## src/rtl/gesture_pkg.sv

```systemverilog
// Shared types, widths and the swipe classifier for the gesture tracker.
package gesture_pkg;

  localparam int unsigned X_W  = 11;
  localparam int unsigned Y_W  = 10;
  localparam int unsigned DX_W = X_W + 1;
  localparam int unsigned DY_W = Y_W + 1;
  localparam int unsigned S_W  = X_W + Y_W;

  typedef enum logic [2:0] {
    NONE  = 3'd0,
    LEFT  = 3'd1,
    RIGHT = 3'd2,
    UP    = 3'd3,
    DOWN  = 3'd4
  } gesture_t;

  typedef enum logic [1:0] {
    FILL     = 2'd0,
    TRACK    = 2'd1,
    COOLDOWN = 2'd2
  } tracker_state_t;

  // Horizontal wins ties; a magnitude equal to its threshold is a detection.
  function automatic gesture_t classify(
    input logic signed [DX_W-1:0] dx,
    input logic signed [DY_W-1:0] dy,
    input logic        [DX_W-1:0] thx,
    input logic        [DX_W-1:0] thy
  );
    logic [DX_W-1:0] adx;
    logic [DY_W-1:0] ady_n;
    logic [DX_W-1:0] ady;
    gesture_t        g;
    adx   = dx[DX_W-1] ? DX_W'(-dx) : DX_W'(dx);
    ady_n = dy[DY_W-1] ? DY_W'(-dy) : DY_W'(dy);
    ady   = {1'b0, ady_n};
    if (adx >= thx && adx >= ady) begin
      g = (!dx[DX_W-1] && dx != '0) ? RIGHT : LEFT;
    end else if (ady >= thy) begin
      g = (!dy[DY_W-1] && dy != '0) ? DOWN : UP;
    end else begin
      g = NONE;
    end
    return g;
  endfunction

endpackage

```

## src/rtl/centroid_history.sv

```systemverilog
// Circular buffer of packed {x, y} centroids. The entry at the write pointer
// is the oldest once the buffer has been filled, and is readable
// combinationally before the write of the same cycle replaces it.
module centroid_history
  import gesture_pkg::*;
#(
  parameter int unsigned DEPTH = 8,
  parameter int unsigned W     = 21
) (
  input  logic                   clk_i,
  input  logic                   rst_i,
  input  logic                   wr_en_i,
  input  logic [W-1:0]           wr_data_i,
  input  logic                   clr_cnt_i,
  output logic [W-1:0]           rd_oldest_o,
  output logic [$clog2(DEPTH):0] count_o
);

  localparam int unsigned PTR_W = $clog2(DEPTH);
  localparam int unsigned CNT_W = PTR_W + 1;

  logic [W-1:0]     mem_q [DEPTH];
  logic [PTR_W-1:0] wr_ptr_q;
  logic [CNT_W-1:0] cnt_q;

  assign rd_oldest_o = mem_q[wr_ptr_q];
  assign count_o     = cnt_q;

  // Storage, wrapping write pointer and saturating fill count.
  always_ff @(posedge clk_i) begin
    if (rst_i) begin
      mem_q    <= '{default: '0};
      wr_ptr_q <= '0;
      cnt_q    <= '0;
    end else begin
      if (wr_en_i) begin
        mem_q[wr_ptr_q] <= wr_data_i;
        wr_ptr_q        <= wr_ptr_q + 1'b1;
      end
      if (clr_cnt_i) begin
        cnt_q <= '0;
      end else if (wr_en_i && cnt_q != CNT_W'(DEPTH)) begin
        cnt_q <= cnt_q + 1'b1;
      end
    end
  end

endmodule

```

## src/rtl/gesture_tracker.sv

```systemverilog
// Swipe detector: compares each centroid against the one HIST_DEPTH frames
// earlier and reports LEFT/RIGHT/UP/DOWN with a cooldown after each hit.
// Optional build macro SMOOTH_EN inserts an IIR smoother ahead of the history
// (adds one cycle of latency).
module gesture_tracker
  import gesture_pkg::*;
#(
  parameter int unsigned HIST_DEPTH      = 8,
  parameter int unsigned SWIPE_THRESH_X  = 200,
  parameter int unsigned SWIPE_THRESH_Y  = 150,
  parameter int unsigned COOLDOWN_FRAMES = 15
) (
  input  logic                   clk_in,
  input  logic                   rst_in,
  input  logic [X_W-1:0]         x_in,
  input  logic [Y_W-1:0]         y_in,
  input  logic                   valid_in,
  output logic [2:0]             gesture_out,
  output logic                   gesture_valid_out,
  output logic signed [DX_W-1:0] dx_out,
  output logic signed [DY_W-1:0] dy_out,
  output logic [1:0]             state_out
);

  localparam int unsigned CNT_W = $clog2(HIST_DEPTH) + 1;
  localparam int unsigned CD_W  = $clog2(COOLDOWN_FRAMES + 1);

  tracker_state_t state_q, state_d;
  logic [CD_W-1:0] cd_cnt_q, cd_cnt_d;

  logic           smp_valid;
  logic [X_W-1:0] smp_x;
  logic [Y_W-1:0] smp_y;

  logic             hist_wr, hist_clr;
  logic [S_W-1:0]   hist_old;
  logic [CNT_W-1:0] hist_cnt;

  logic           s1_valid_q, s1_valid_d;
  logic [X_W-1:0] s1_xn_q, s1_xo_q;
  logic [Y_W-1:0] s1_yn_q, s1_yo_q;

  logic signed [DX_W-1:0] dx_c;
  logic signed [DY_W-1:0] dy_c;
  gesture_t               cls;
  logic                   det;

  gesture_t               gesture_q;
  logic                   gvalid_q;
  logic signed [DX_W-1:0] dx_q;
  logic signed [DY_W-1:0] dy_q;

`ifdef SMOOTH_EN
  logic           flt_valid_q, flt_valid_d;
  logic           flt_seeded_q, flt_seeded_d;
  logic [X_W-1:0] flt_x_q, flt_x_d;
  logic [Y_W-1:0] flt_y_q, flt_y_d;
  logic signed [X_W+1:0] fx_diff, fx_sum;
  logic signed [Y_W+1:0] fy_diff, fy_sum;
  logic           seed_clr;

  assign seed_clr = (state_q == COOLDOWN) && (state_d == FILL);

  // IIR step s += (in - s) >>> 2, reseeded by the first sample after a reseed point.
  always_comb begin
    flt_valid_d  = valid_in;
    flt_seeded_d = flt_seeded_q && !seed_clr;
    flt_x_d      = flt_x_q;
    flt_y_d      = flt_y_q;
    fx_diff      = $signed({2'b00, x_in}) - $signed({2'b00, flt_x_q});
    fy_diff      = $signed({2'b00, y_in}) - $signed({2'b00, flt_y_q});
    fx_sum       = $signed({2'b00, flt_x_q}) + (fx_diff >>> 2);
    fy_sum       = $signed({2'b00, flt_y_q}) + (fy_diff >>> 2);
    if (valid_in) begin
      if (flt_seeded_q && !seed_clr) begin
        flt_x_d = X_W'(fx_sum);
        flt_y_d = Y_W'(fy_sum);
      end else begin
        flt_x_d = x_in;
        flt_y_d = y_in;
      end
      flt_seeded_d = 1'b1;
    end
  end

  // Smoother registers.
  always_ff @(posedge clk_in) begin
    if (rst_in) begin
      flt_valid_q  <= 1'b0;
      flt_seeded_q <= 1'b0;
      flt_x_q      <= '0;
      flt_y_q      <= '0;
    end else begin
      flt_valid_q  <= flt_valid_d;
      flt_seeded_q <= flt_seeded_d;
      flt_x_q      <= flt_x_d;
      flt_y_q      <= flt_y_d;
    end
  end

  // Filtered sample feeds the history.
  always_comb begin
    smp_valid = flt_valid_q;
    smp_x     = flt_x_q;
    smp_y     = flt_y_q;
  end
`else
  // Raw sample feeds the history.
  always_comb begin
    smp_valid = valid_in;
    smp_x     = x_in;
    smp_y     = y_in;
  end
`endif

  centroid_history #(
    .DEPTH(HIST_DEPTH),
    .W    (S_W)
  ) u_hist (
    .clk_i      (clk_in),
    .rst_i      (rst_in),
    .wr_en_i    (hist_wr),
    .wr_data_i  ({smp_x, smp_y}),
    .clr_cnt_i  (hist_clr),
    .rd_oldest_o(hist_old),
    .count_o    (hist_cnt)
  );

  // Displacement and classification of the sample held in stage 1.
  always_comb begin
    dx_c = $signed({1'b0, s1_xn_q}) - $signed({1'b0, s1_xo_q});
    dy_c = $signed({1'b0, s1_yn_q}) - $signed({1'b0, s1_yo_q});
    cls  = classify(dx_c, dy_c, DX_W'(SWIPE_THRESH_X), DX_W'(SWIPE_THRESH_Y));
    det  = s1_valid_q && (cls != NONE);
  end

  // Next state, history control and stage-1 load.
  // A strobe arriving in the same cycle a detection resolves is already the
  // first cooldown frame, so the cooldown length is independent of strobe spacing.
  always_comb begin
    state_d    = state_q;
    cd_cnt_d   = cd_cnt_q;
    hist_wr    = 1'b0;
    hist_clr   = 1'b0;
    s1_valid_d = 1'b0;
    case (state_q)
      FILL: begin
        if (smp_valid) begin
          hist_wr = 1'b1;
          if (hist_cnt == CNT_W'(HIST_DEPTH - 1)) state_d = TRACK;
        end
      end
      TRACK: begin
        if (det) begin
          hist_clr = 1'b1;
          state_d  = COOLDOWN;
          cd_cnt_d = '0;
          if (smp_valid) begin
            if (COOLDOWN_FRAMES <= 1) state_d = FILL;
            else cd_cnt_d = CD_W'(1);
          end
        end else if (smp_valid) begin
          hist_wr    = 1'b1;
          s1_valid_d = 1'b1;
        end
      end
      COOLDOWN: begin
        if (smp_valid) begin
          if (cd_cnt_q == CD_W'(COOLDOWN_FRAMES - 1)) begin
            state_d  = FILL;
            cd_cnt_d = '0;
          end else begin
            cd_cnt_d = cd_cnt_q + 1'b1;
          end
        end
      end
      default: state_d = FILL;
    endcase
  end

  // FSM state and cooldown counter.
  always_ff @(posedge clk_in) begin
    if (rst_in) begin
      state_q  <= FILL;
      cd_cnt_q <= '0;
    end else begin
      state_q  <= state_d;
      cd_cnt_q <= cd_cnt_d;
    end
  end

  // Stage 1: capture new sample alongside the oldest entry it replaces.
  always_ff @(posedge clk_in) begin
    if (rst_in) begin
      s1_valid_q <= 1'b0;
      s1_xn_q    <= '0;
      s1_yn_q    <= '0;
      s1_xo_q    <= '0;
      s1_yo_q    <= '0;
    end else begin
      s1_valid_q <= s1_valid_d;
      if (s1_valid_d) begin
        s1_xn_q <= smp_x;
        s1_yn_q <= smp_y;
        s1_xo_q <= hist_old[S_W-1:Y_W];
        s1_yo_q <= hist_old[Y_W-1:0];
      end
    end
  end

  // Stage 2: result registers; gesture only latches on a real detection.
  always_ff @(posedge clk_in) begin
    if (rst_in) begin
      gesture_q <= NONE;
      gvalid_q  <= 1'b0;
      dx_q      <= '0;
      dy_q      <= '0;
    end else begin
      gvalid_q <= det;
      if (s1_valid_q) begin
        dx_q <= dx_c;
        dy_q <= dy_c;
        if (det) gesture_q <= cls;
      end
    end
  end

  assign gesture_out       = gesture_q;
  assign gesture_valid_out = gvalid_q;
  assign dx_out            = dx_q;
  assign dy_out            = dy_q;
  assign state_out         = state_q;

endmodule
```

## config.mk

```make
export PLATFORM = sky130hd
export DESIGN_NAME = gesture_tracker
export DESIGN_NICKNAME = d
export VERILOG_FILES = /design/src/rtl/gesture_pkg.sv /design/src/rtl/centroid_history.sv /design/src/rtl/gesture_tracker.sv
export SDC_FILE = /design/constraint.sdc
export NUM_CORES = 1
export LEC_CHECK = 0
export ABC_AREA = 0
export CORE_MARGIN = 10
export CORE_UTILIZATION = 45
export CTS_CLUSTER_DIAMETER = 100
export DETAILED_ROUTE_END_ITERATION = 8
export DONT_BUFFER_PORTS = 1
export PLACE_DENSITY_LB_ADDON = 0.08
export RECOVER_POWER = 50
export SLEW_MARGIN = 30
export SYNTH_ARGS = -nofsm -noshare
export SYNTH_HDL_FRONTEND = slang
export SYNTH_HIERARCHICAL = 1
export SYNTH_SLANG_ARGS = --single-unit
```

## constraint.sdc

```tcl
create_clock -name clk_in -period 5.22 [get_ports clk_in]
set_input_delay 0.783 -clock clk_in [delete_from_list [all_inputs] [get_ports clk_in]]
set_output_delay 0.783 -clock clk_in [all_outputs]
set_load 0.01 [all_outputs]
```

==> results.yml <==
worst_setup_path:
  reg2reg_depth: 21
  rr_startpoint: "s1_xn_q[0]"
  critPathMaxStageDelay_ns: 0.58
  reg2reg_slack_ns: 0.03
  timing.rr.end: "u_hist/mem_q[157]"
  cp.required_ns: 5.60
  slowest_stage: "fa_2"
  cp_data_arrival_time_ns: 5.58
  crit_start: "s1_xn_q[0]"
  worstPathCellList: "inv_2 -> ha_4 -> fa_2 -> ha_1 -> nand2_2 -> or3_4 -> or4_4 -> nand2_2 -> xor2_2 -> ha_1 -> a21o_1 -> a221o_1 -> a21oi_2 -> o31ai_2 -> o21a_1 -> o21ai_2 -> o211a_4 -> or4b_4 -> clkbuf_16 -> nand2_4 -> a21oi_2"
  worstSetupStartpointType: "flip-flop"
  critical_path_class: "flip-flop to flip-flop"
  crit_fanout: 6
  cp-end-kind: "flip-flop"
logic_synthesis:
  yosys.area.top_type_share: 0.379
  synth-edff-count: 0
  ys.flop_type: "dfxtp_1"
  ys_seq_area_frac: 0.379
  yosys-mux-area-fraction: 0.135
  ys_types: 85
  syn-cell-area_mm2: 0.0133
  synth-async-reset-ratio: 0
  synth_fa_ha_area_frac: 0.0398
  synth_top_area_cell: "dfxtp_1"
  yosysWarnings: 6
  synth_cells: 1550
  synth-simple-area-share: 0.216
  syn_avg_cell_area_um2: 8.55
  synth-xor-area-share: 0.0234
  netlist_top_cells_area: "dfxtp_1 38%, nand2_1 10%, a21oi_1 7.8%, mux4_2 7.1%, mux2i_1 4.5%"
  ys_seq_elements: 251
  synth_top_family_by_area: "simple AND/OR/NAND/NOR gates"
  syn_nets: 1615
  synth_compound_area_frac: 0.143
clocking:
  numClockSinks: 251
  clkTransAtPathRegs_ns: 0.06
  clock_latency_ns: 0.54
  clock_path_buffers: 3
  root_buffer: "clkbuf_16"
  htreeDepth: 1
  cts_tree: "done"
  numCtsBuffers: 27
die:
  rows: 62
  start_util: 0.459
  core_area_mm2: 0.0289
  die_h_um: 192
  num_io_pins: 53
  dieArea_mm2: 0.0367
  die_w_um: 192
global_routing:
  grt_max_degree: 299
  grt_pass1_vias: 10100
  antenna_found_initial: 0
  use_met2: 0.308
  grt-ovfl-total: 0
  use_met1: 0.252
  grt_use_total: 0.185
  top_usage_layer: "met2"
  met3_usage: 0.0225
  grt_pass1_wl_um: 55300
timing:
  max_slew_margin: 0.394
  rsz0062_at_grt: "true"
  fin_crit_sh: 0.995
  setup_viol: 0
  fmax_mhz: 193
  period_minus_slack_ns: 5.19
  hold_viol: 0
  whs_ns: 0.324
  skew_ns: 0.0154
  worst_pin_slew_ns: 0.909
  drv_slew: 0
drt:
  ant_nets: 0
  firstDrtPassIters: 7
  totalWireLength_um: 35300
  route.detailed.drc: 0
  wl_per_cell_um: 17.9
  drt-initial-drc-count: 773
  vias: 10500
  vias_per_cell: 5.35
power:
  finalPower_mw: 4.23
  p_per_area_mw_per_mm2: 277
  p_leak_nw: 5.46
  vdd_drop_max_mv: 0.271
placed_design:
  detailed_place_hpwl_um: 23300
  gp_congestion: 0.835
  port_buffers: 0
  dp_cells: 1900
finish:
  fin_util: 0.529
  final_common_cell: "nand2_1"
  diodes: 0
  area_growth_pct: 15.2
  final_cells: 1967
  nFillCells: 2705
  layout_common_cells: "341 x nand2_1, 247 x dfxtp_1, 187 x a21oi_1, 92 x nand2b_1, 75 x buf_4"
  multi_input_area_mm2: 0.00775
  drive_gt1_frac: 0.195
  nets: 1627
  final-seq-area_mm2: 0.00503
run:
  maxCapViolations: 0
min_path:
  holdPathEnd: "dy_out[4]"
  min-delay-start: "rst_in"
  hold_class: "input pin to flip-flop"
  hold_depth: 1
status:
  status: "complete, no violations"
[through the flow]
step	TNS [ns]	setup WS, ns	instance area, um^2
finish	0	0.0285	15300
global route	-4.65	-0.135	15300
CTS	0	0.00809	14700
detailed placement	-34.69	-0.289	13700
global placement	-14.80	-0.155	13700
floorplan	0	0.0519	13300
[kinds of logic after synthesis]
kind of cell / Yosys count
xor+xnor: 32
flops: 251
compound gates: 321
buf+inv: 166
mux: 123
fa+ha+maj: 41
simple gates: 616
[registers in the layout, summed over array words and instances (netlist names), 4 cells and up]
name and cells:
dx_out 12, u_hist/count_o 4, cd_cnt_q 4, s1_yn_q 10, u_hist/mem_q 168, dy_out 11, s1_xo_q 11, s1_yo_q 10
s1_xn_q 11
[synth_stat cells, types with 7 or more instances]
cell type and n:
o21ai_1 8, dfxtp_1 251, nand2b_1 93, or3_1 8, ha_1 39, mux2_2 21
mux2i_1 59, nor2b_1 7, nor3_1 8, clkbuf_1 52, mux4_2 42, buf_4 26
a21oi_1 207, nand3_1 16, xor2_1 13, inv_1 47, a31oi_1 7, nor2_1 63
xnor2_1 15, o21ai_0 21, a211oi_1 8, o21a_1 8, a21o_1 12, buf_2 34
nand2_1 365, o211ai_1 8
[timing repair]
item	in CTS	in global routing
hold buffers	0	0
setup buffers	1	10
resized for setup	11	112
endpoints found under the setup margin	168	172
cloned	1	5
pin swaps	4	43
[report_power, final]
group	internal, mW	switching [mW]	total [mW]
logic	0.140	0.123	0.263
clock network	1.19	0.793	1.98
registers	1.95	0.0399	1.99
total	3.28	0.956	4.23
[critical path: cells and delay by family (launching register included)]
kind            cells  cell delay, ns
fa+ha+maj           4            1.20
buf+inv             2            0.25
simple gates        6            1.78
compound gates      8            1.33
flops               1            0.33
xor+xnor            1            0.16
[layer usage]
layer	up-vias	wire length, um
met1	4958	16600
met2	187	16500
met5	-	0
met4	0	617
li1	5332	-
met3	40	1550
[layout make-up]
class / instances / share of cell area
clock buffers: 42 / 0.0519
clock inverters: 8 / 0.00803
inverters: 48 / 0.0118
multi-input cells: 1133 / 0.508
flip-flops and latches: 251 / 0.330
well taps: 384 / 0.0315
repair buffers: 101 / 0.0597
[how the worst max path moves through the flow]
stage,to,slack (ns),cells past startpoint
CTS,u_hist/mem_q[160],0.008,23
finish,u_hist/mem_q[157],0.03,21
detailed placement,u_hist/mem_q[160],-0.29,27
global placement,u_hist/mem_q[164],-0.15,23
floorplan,u_hist/mem_q[0],0.05,23
global route,u_hist/mem_q[165],-0.13,22
Power figures use the tool's default switching activity.
